## src/rtl/rgb_loader_pkg.sv

```systemverilog
// Shared definitions for the RGB loader slice.
//   state_e      : loader FSM states
//   DIGIT_BLANK  : digit-memory code for an empty digit position
//   CH_R/G/B     : channel selector codes (3 is never produced)
//   VAL_MAX      : largest storable channel intensity
//   digit_ok()   : true for a decimal digit 0-9
//   clamp8()     : saturate a 0-999 accumulator to 8 bits
//   next_ch()    : channel rotation R -> G -> B -> R
package rgb_pkg;

  typedef enum logic [2:0] {
    S_IDLE,
    S_MAC1,
    S_MAC2,
    S_WRITE,
    S_CLEAR
  } state_e;

  localparam logic [4:0] DIGIT_BLANK = 5'd16;

  localparam logic [1:0] CH_R = 2'd0;
  localparam logic [1:0] CH_G = 2'd1;
  localparam logic [1:0] CH_B = 2'd2;

  localparam logic [7:0] VAL_MAX = 8'd255;

  function automatic logic digit_ok(input logic [4:0] dig);
    return (dig <= 5'd9);
  endfunction

  function automatic logic [7:0] clamp8(input logic [9:0] v);
    return (v > {2'b00, VAL_MAX}) ? VAL_MAX : v[7:0];
  endfunction

  function automatic logic [1:0] next_ch(input logic [1:0] cur);
    return (cur == CH_B) ? CH_R : cur + 2'd1;
  endfunction

endpackage

```

## src/rtl/rgb_loader_if.sv

```systemverilog
// Digit-memory link of the RGB loader.
//   c, d, u    : hundreds / tens / units digit (0-9 valid, 16 = blank)
//   RGB_full   : high while all three digits are non-blank
//   clr_digits : one-cycle pulse that clears the digit memory
// master = digit memory side, slave = loader side.
interface rgb_loader_if;
  logic [4:0] c;
  logic [4:0] d;
  logic [4:0] u;
  logic       RGB_full;
  logic       clr_digits;

  modport master (
    output c, d, u, RGB_full,
    input  clr_digits
  );

  modport slave (
    input  c, d, u, RGB_full,
    output clr_digits
  );
endinterface

```

## src/rtl/rgb_loader_bcd_mac10.sv

```systemverilog
// Combinational decimal multiply-accumulate: acc_out = acc_in*10 + digit.
//   acc_in  : 10-bit running value
//   digit   : 4-bit digit to append
//   acc_out : 10-bit result (exact for results up to 999)
// The *10 is built from two shifts and an add so no multiplier is inferred.
module bcd_mac10 (
  input  logic [9:0] acc_in,
  input  logic [3:0] digit,
  output logic [9:0] acc_out
);

  always_comb begin
    acc_out = (acc_in << 3) + (acc_in << 1) + {6'b000000, digit};
  end

endmodule

```

## src/rtl/rgb_loader.sv

```systemverilog
// RGB loader: turns a three-digit decimal number from the digit memory into
// an 8-bit intensity for the next colour channel in R -> G -> B order.
//   clk, reset     : clock, synchronous active-high reset
//   dm (slave)     : digits c/d/u, RGB_full in; clr_digits out
//   r, g, b        : stored channel intensities
//   ch             : channel that the next number will load
//   busy           : high from capture until RGB_full is seen low in CLEAR
//   done / err     : one-cycle pulse on channel write / number rejected
//   sat            : latched, set when the last written value was clamped
module rgb_loader
  import rgb_pkg::*;
(
  input  logic               clk,
  input  logic               reset,
  rgb_loader_if.slave        dm,
  output logic [7:0]         r,
  output logic [7:0]         g,
  output logic [7:0]         b,
  output logic [1:0]         ch,
  output logic               busy,
  output logic               done,
  output logic               sat,
  output logic               err
);

  state_e      state_q;
  logic [4:0]  c_q, d_q, u_q;
  logic [9:0]  acc_q;
  logic [9:0]  acc_d;
  logic [9:0]  mac_acc_in;
  logic [3:0]  mac_digit;
  logic        rgb_full_q;
  logic [7:0]  r_q, g_q, b_q;
  logic [1:0]  ch_q;
  logic        busy_q, done_q, sat_q, err_q, clr_q;
  logic        digits_ok;
  logic [7:0]  wr_val;

  // One MAC serves both passes: c*10+d in MAC1, acc*10+u in MAC2.
  always_comb begin
    if (state_q == S_MAC1) begin
      mac_acc_in = {5'b00000, c_q};
      mac_digit  = d_q[3:0];
    end else begin
      mac_acc_in = acc_q;
      mac_digit  = u_q[3:0];
    end
  end

  bcd_mac10 u_mac (
    .acc_in  (mac_acc_in),
    .digit   (mac_digit),
    .acc_out (acc_d)
  );

  // Codes 10-15 and blank wrap through the MAC; the result is discarded
  // because the captured digits are rechecked before any write.
  always_comb begin
    digits_ok = digit_ok(c_q) && digit_ok(d_q) && digit_ok(u_q);
    wr_val    = clamp8(acc_q);
  end

  always_ff @(posedge clk) begin
    if (reset) begin
      state_q    <= S_IDLE;
      c_q        <= '0;
      d_q        <= '0;
      u_q        <= '0;
      acc_q      <= '0;
      rgb_full_q <= 1'b1;
      r_q        <= '0;
      g_q        <= '0;
      b_q        <= '0;
      ch_q       <= CH_R;
      busy_q     <= 1'b0;
      done_q     <= 1'b0;
      sat_q      <= 1'b0;
      err_q      <= 1'b0;
      clr_q      <= 1'b0;
    end else begin
      rgb_full_q <= dm.RGB_full;
      done_q     <= 1'b0;
      err_q      <= 1'b0;
      clr_q      <= 1'b0;

      case (state_q)
        S_IDLE: begin
          if (dm.RGB_full && !rgb_full_q) begin
            c_q     <= dm.c;
            d_q     <= dm.d;
            u_q     <= dm.u;
            busy_q  <= 1'b1;
            state_q <= S_MAC1;
          end
        end

        S_MAC1: begin
          acc_q   <= acc_d;
          state_q <= S_MAC2;
        end

        S_MAC2: begin
          acc_q   <= acc_d;
          state_q <= S_WRITE;
        end

        S_WRITE: begin
          clr_q   <= 1'b1;
          state_q <= S_CLEAR;
          if (digits_ok) begin
            case (ch_q)
              CH_R:    r_q <= wr_val;
              CH_G:    g_q <= wr_val;
              default: b_q <= wr_val;
            endcase
            sat_q  <= (acc_q > {2'b00, VAL_MAX});
            ch_q   <= next_ch(ch_q);
            done_q <= 1'b1;
          end else begin
            err_q  <= 1'b1;
          end
        end

        S_CLEAR: begin
          if (!dm.RGB_full) begin
            busy_q  <= 1'b0;
            state_q <= S_IDLE;
          end
        end

        default: state_q <= S_IDLE;
      endcase
    end
  end

  assign dm.clr_digits = clr_q;
  assign r    = r_q;
  assign g    = g_q;
  assign b    = b_q;
  assign ch   = ch_q;
  assign busy = busy_q;
  assign done = done_q;
  assign sat  = sat_q;
  assign err  = err_q;

endmodule

```

## src/flat_wrapper.sv

```systemverilog
// flat-port wrapper written by rule: the top's interface ports become plain ports
module rgb_loader_flat import rgb_pkg::*;
  (clk, reset, r, g, b, ch, busy, done, sat, err, dm_c, dm_d, dm_u, dm_RGB_full, dm_clr_digits);
  rgb_loader_if dm_i ();
  input  logic clk;
  input  logic reset;
  output logic [7:0] r;
  output logic [7:0] g;
  output logic [7:0] b;
  output logic [1:0] ch;
  output logic busy;
  output logic done;
  output logic sat;
  output logic err;
  input wire logic [$bits(dm_i.c)-1:0] dm_c;
  input wire logic [$bits(dm_i.d)-1:0] dm_d;
  input wire logic [$bits(dm_i.u)-1:0] dm_u;
  input wire logic [$bits(dm_i.RGB_full)-1:0] dm_RGB_full;
  output wire logic [$bits(dm_i.clr_digits)-1:0] dm_clr_digits;
  assign dm_i.c = dm_c;
  assign dm_i.d = dm_d;
  assign dm_i.u = dm_u;
  assign dm_i.RGB_full = dm_RGB_full;
  assign dm_clr_digits = dm_i.clr_digits;
  rgb_loader u_core (.clk(clk), .reset(reset), .dm(dm_i), .r(r), .g(g), .b(b), .ch(ch), .busy(busy), .done(done), .sat(sat), .err(err));
endmodule
```

## config.mk

```make
export PLATFORM = sky130hd
export DESIGN_NAME = rgb_loader_flat
export DESIGN_NICKNAME = d
export VERILOG_FILES = /design/src/rtl/rgb_loader_pkg.sv /design/src/rtl/rgb_loader_if.sv /design/src/rtl/rgb_loader_bcd_mac10.sv /design/src/rtl/rgb_loader.sv /design/src/flat_wrapper.sv
export SDC_FILE = /design/constraint.sdc
export NUM_CORES = 1
export LEC_CHECK = 0
export CAP_MARGIN = 10
export CELL_PAD_IN_SITES_DETAIL_PLACEMENT = 0
export CELL_PAD_IN_SITES_GLOBAL_PLACEMENT = 1
export CORE_UTILIZATION = 40
export CTS_CLUSTER_DIAMETER = 150
export DETAILED_ROUTE_END_ITERATION = 8
export PLACE_DENSITY_LB_ADDON = 0.05
export SYNTH_ARGS = -nofsm -noshare
export SYNTH_HDL_FRONTEND = slang
export SYNTH_SLANG_ARGS = --single-unit
```

## constraint.sdc

```tcl
create_clock -name clk -period 4.35 [get_ports clk]
set_clock_uncertainty 0.1 [all_clocks]
set_input_delay 1.305 -clock clk [delete_from_list [all_inputs] [get_ports clk]]
set_output_delay 1.305 -clock clk [all_outputs]
set_load 0.02 [all_outputs]
```

==> qor.yml, run 1 <==
outcome:
  outcome: "complete, no violations"
clock_network:
  clkTransAtPathRegs_ps: 80
  cts-resized-gates: 0
  clock-sinks: 60
  cts_made_buffers: 9
  hold_buffers: 0
  tritoncts: "built"
  cts_root_buf: "clkbuf_8"
  htreeDepth: 3
  clk_latency_ps: 340
  clk_path_buf_depth: 2
  cts_setup_buffers: 0
place:
  placed_area_mm2: 0.00329
  dp_hpwl_um: 4260
  io_buffers: 48
  gp_congestion: 0.784
drt:
  antenna_left: 0
  vias_per_cell: 5.09
  num_vias: 2144
  drc: 0
  drt_iter0_markers: 77
  dr.pass1.iters: 4
  wl_um: 5920
  routedWlPerCell_um: 14.1
setup_path:
  end_kind: "register"
  path_class: "reg2reg"
  crit_required_ps: 4490
  crit_arrival_ps: 3460
  start_kind: "register"
  crit_fanout: 12
  crit_path_top_delay_cell: "fa_1"
  slowest_delay_ps: 530
  cpMostUsedCell: "fa_1"
  crit_chain: "nor3b_1, buf_4, mux2_2, fa_1, fa_1, a21o_1, a21oi_1, o21ai_0, o311ai_0"
sta:
  fmax_mhz: 301
  finalCritPeriodShare: 0.763
  relSlewSlack: 0.425
  setup-violations-final: 0
  setup_tns_ps: 0
  tightest_slew_ps: 859
  whs_ps: 383
  finalCriticalPeriod_ps: 3320
  finalMaxSlewViolations: 0
  rsz0062_at_grt: "false"
  hold_viol_final: 0
floorplan:
  core-area_mm2: 0.00676
  ios: 49
  die_x_um: 85.4
  start_util: 0.412
  row_count: 30
  die_height_um: 85.4
  dieArea_mm2: 0.00729
layout:
  final_cell_mix: "nor2_1, dfxtp_1, clkdlybuf4s50_1, a211oi_1, mux2i_1"
  drive_gt1_frac: 0.126
  design_area_mm2: 0.00351
  final_util: 0.519
  antenna_cells: 0
  area_growth_pct: 26.0
  final_nets: 370
  final_common_cell: "nor2_1"
logic_synthesis:
  synth_cell_types: 46
  ys_ff_latch: 60
  synthesis.area_mm2: 0.00278
  postSynthAreaPerCell_um2: 9.53
  synthesis.nets: 326
  yosysSeqAreaShare: 0.432
  ys.warnings.count: 0
  netlist_instances: 292
grt:
  grt-ovfl-total: 0
  grt_use_total: 0.177
  grt_start_max_net_pins: 55
  grt_pass1_wl_um: 9920
  grt_pass1_vias: 2023
  antenna_found_initial: 0
job:
  maxCapViolCount: 0
power:
  ir_drop_mv: 0.180
  power.density_mw_per_mm2: 360
  p_leak_nw: 1.31
hold_path:
  hold_path.class: "reg2reg"
[cell type report]
| class | count | area [um2] |
|---|---|---|
| clock buffer | 10 | 128 |
| multi-input combinational | 210 | 1470 |
| timing repair buffer | 52 | 505 |
| sequential | 60 | 1200 |
| fill | 648 | 3250 |
| clock inverter | 6 | 88.8 |
| inverter | 3 | 11.3 |
| tap | 80 | 100 |
[stage by stage]
step                      instances  power (mW)  setup WS (ps)
final                           421        1.26           1030
after global routing            421        1.32            838
after CTS                       421        1.28           1010
after detailed placement        405       0.723           1020
after global placement          405       0.723           1070
after floorplan                 292       0.679           1030
[per-layer routing]
layer  GRT usage  vias up  wire, um
met3      0.0506        9       225
met1       0.238      971      2970
li1            -     1118         -
met2       0.265       46      2640
met5           0        -         0
met4      0.0788        0        87
[where the power goes]
part	internal [mW]	total [mW]	switching, mW
combinational	0.0558	0.132	0.0766
sequential	0.563	0.577	0.0140
clock	0.323	0.554	0.232
[state kept, by name, indices dropped and copies added (netlist names), 2 cells and up]
name	count
u_core.acc_q	10
u_core.b	8
u_core.c_q	5
u_core.ch	2
u_core.d_q	5
u_core.g	8
u_core.r	8
u_core.state_q	3
u_core.u_q	5
[critical path, delay by kind of cell, from the launching register on]
kind | cells | cell delay [ps]
DFF | 1 | 470
AOI/OAI and AO/OA | 4 | 820
and+or+nand+nor | 1 | 220
muxes | 1 | 370
buffers and inverters | 1 | 230
adders and majority gates | 2 | 1000
[kinds of logic after synthesis]
| kind of cell | Yosys count | share of synthesized area |
|---|---|---|
| AO/OA/AOI/OAI | 59 | 0.146 |
| XOR/XNOR | 6 | 0.0189 |
| adder cells (fa/ha/maj) | 16 | 0.0773 |
| buffers and inverters | 22 | 0.0391 |
| flip-flops | 60 | 0.432 |
| multiplexers | 24 | 0.0899 |
| AND/OR/NAND/NOR | 105 | 0.197 |
[worst paths after layout]
path / startpoint / endpoint / slack (ps) / cells after the start
setup reg to reg: u_core.state_q[0] / u_core.acc_q[8] / 1030 / 9
setup / recovery: u_core.state_q[0] / u_core.acc_q[8] / 1030 / 9
hold reg to reg: u_core.acc_q[1] / u_core.acc_q[1] / 380 / 2
hold / removal: u_core.acc_q[1] / u_core.acc_q[1] / 380 / 2
[cells in the mapped netlist (all sizes together)]
master | count | area (um2)
a21o | 2 | 15.0
xnor2 | 5 | 43.8
and2 | 1 | 7.51
nor2 | 62 | 235
o22ai | 1 | 6.26
or4 | 1 | 7.51
o31ai | 1 | 7.51
a21oi | 14 | 70.1
nand3 | 1 | 5.00
nor3 | 6 | 52.6
nand4 | 1 | 21.3
nor4 | 3 | 33.8
nor2b | 7 | 43.8
nand3b | 2 | 18.8
fa | 2 | 40.0
nand2 | 12 | 45.0
o21bai | 2 | 15.0
nand2b | 1 | 6.26
mux2 | 8 | 90.1
clkbuf | 10 | 37.5
and3 | 2 | 12.5
a221o | 1 | 10.0
or2 | 3 | 18.8
dfxtp | 60 | 1200
mux2i | 16 | 160
o311ai | 1 | 8.76
nor3b | 1 | 7.51
nor4b | 2 | 32.5
ha | 14 | 175
buf | 9 | 60.1
a211oi | 28 | 220
inv | 3 | 11.3
o21ai | 8 | 47.5
xor2 | 1 | 8.76
a31oi | 1 | 6.26
No activity file was read; power rests on OpenSTA's default activity.
==> inputs of run 2 (changes only) <==
clock period = 3.11 ns   (was 4.35 ns; I/O delays follow)
==> qor.yml, run 2 (synthesis gave the netlist of run 1 again) <==
power:
  ir_drop_mv: 0.261
  p_leak_nw: 1.37
  power.density_mw_per_mm2: 534
sta:
  setup_tns_ps: 0
  rsz0062_at_grt: "false"
  setup-violations-final: 0
  tightest_slew_ps: 862
  finalCriticalPeriod_ps: 2910
  finalMaxSlewViolations: 0
  finalCritPeriodShare: 0.936
  hold_viol_final: 0
  relSlewSlack: 0.423
  fmax_mhz: 344
drt:
  vias_per_cell: 5.07
  drc: 0
  antenna_left: 0
  routedWlPerCell_um: 13.7
  drt_iter0_markers: 81
  dr.pass1.iters: 4
  wl_um: 5820
  num_vias: 2154
layout:
  multiInputGateArea_mm2: 0.00150
  area_growth_pct: 30.3
  nFillCells: 627
  instances_no_fill: 425
  drive_gt1_frac: 0.151
  largest_register_ffs: 10
  top_register: "u_core.acc_q"
  final_common_cell: "nor2_1"
  final_nets: 374
  register_area_mm2: 0.00120
  antenna_cells: 0
  final_cell_mix: "nor2_1, dfxtp_1, clkdlybuf4s50_1, a211oi_1, mux2i_1"
hold_path:
  hold_path.class: "reg2reg"
grt:
  grt_pass1_vias: 2063
  grt_use_total: 0.177
  grt-ovfl-total: 0
  grt_start_max_net_pins: 54
  antenna_found_initial: 0
  grt_pass1_wl_um: 10100
floorplan:
  row_count: 30
  ios: 49
  die_x_um: 85.4
  dieArea_mm2: 0.00729
  die_height_um: 85.4
  core-area_mm2: 0.00676
  start_util: 0.412
clock_network:
  htreeDepth: 3
  clock-sinks: 60
  clk_path_buf_depth: 2
  cts_root_buf: "clkbuf_8"
  tritoncts: "built"
  clkTransAtPathRegs_ps: 70
  cts_made_buffers: 9
  hold_buffers: 0
  clk_latency_ps: 330
outcome:
  outcome: "complete, no violations"
place:
  dp_cells: 407
  gp_congestion: 0.828
  io_buffers: 48
  dp_hpwl_um: 4180
job:
  maxCapViolCount: 0
setup_path:
  path_class: "reg2reg"
  crit_fanout: 8
  crit_required_ps: 3230
  crit_chain: "nor3b_2, buf_6, mux2_2, fa_2, ha_1, a211oi_2, o21bai_1, a21oi_2, nor4_1, a221o_1"
  slowest_delay_ps: 610
  end_kind: "register"
  crit_path_top_delay_cell: "fa_2"
  start_kind: "register"
  crit_arrival_ps: 3030
[run 2: cell types whose count changed in the layout (fill, tap and decap cells not counted), moves of 2 or more]
| cell | previous run | this run |
|---|---|---|
| a21oi_2 | 0 | 2 |
| fa_1 | 2 | 0 |
| buf_4 | 4 | 6 |
| clkinvlp_4 | 2 | 0 |
| fa_2 | 0 | 2 |
| a21oi_1 | 14 | 12 |
| bufinv_16 | 2 | 4 |
[run 2: timing repair]
action                                  CTS  global route
endpoints found under the setup margin    0             4
setup buffers                             0             2
endpoints found under the hold margin     0             0
resized for setup                         0             4
[run 2: report_power, final]
part	leakage (nW)	switching, mW	total, mW	internal [mW]
combinational	0.754	0.113	0.198	0.0851
clock	0.131	0.297	0.933	0.637
sequential	0.485	0.0152	0.803	0.788
[run 2: critical path, delay by kind of cell, from the launching register on]
kind | cells | cell delay, ps
flops | 1 | 330
buf+inv | 1 | 160
fa+ha+maj | 2 | 870
compound gates | 4 | 740
mux | 1 | 360
simple gates | 2 | 250
[run 2: path summary, 6_finish.rpt]
path / startpoint / endpoint / slack, ps / depth (start not counted)
hold reg to reg: u_core.acc_q[2] / u_core.acc_q[2] / 380 / 2
setup reg to reg: u_core.state_q[2] / u_core.acc_q[7] / 200 / 10
hold / removal: u_core.acc_q[2] / u_core.acc_q[2] / 380 / 2
setup / recovery: u_core.state_q[2] / u_core.acc_q[7] / 200 / 10
[run 2: routing by layer]
layer | wire length, um | share of wire | GRT usage
met3 | 202 | 0.035 | 0.0350
met2 | 2530 | 0.43 | 0.262
met4 | 98 | 0.017 | 0.0864
met1 | 2990 | 0.51 | 0.247
met5 | 0 | 0 | 0
[run 2: through the flow]
| step | hold WS (ps) | power (mW) | util | cell area [um2] | setup slack, ps |
|---|---|---|---|---|---|
| floorplan | 347 | 0.952 | - | 2800 | 21.7 |
| global placement | 369 | 1.02 | 0.494 | 3330 | 112 |
| detailed placement | 370 | 1.02 | 0.494 | 3330 | 26.6 |
| CTS | 380 | 1.95 | 0.533 | 3600 | 10.2 |
| global route | 398 | 2.01 | 0.536 | 3620 | 7.35 |
| finish | 380 | 1.94 | 0.536 | 3620 | 199 |
[run 2: area by class of cell]
cell class,count,share of cell area
clock buffers,12,0.0400
inverters,3,0.00311
well taps,80,0.0276
clock inverters,4,0.0331
multi-input cells,210,0.412
repair buffers,56,0.152
flip-flops and latches,60,0.331
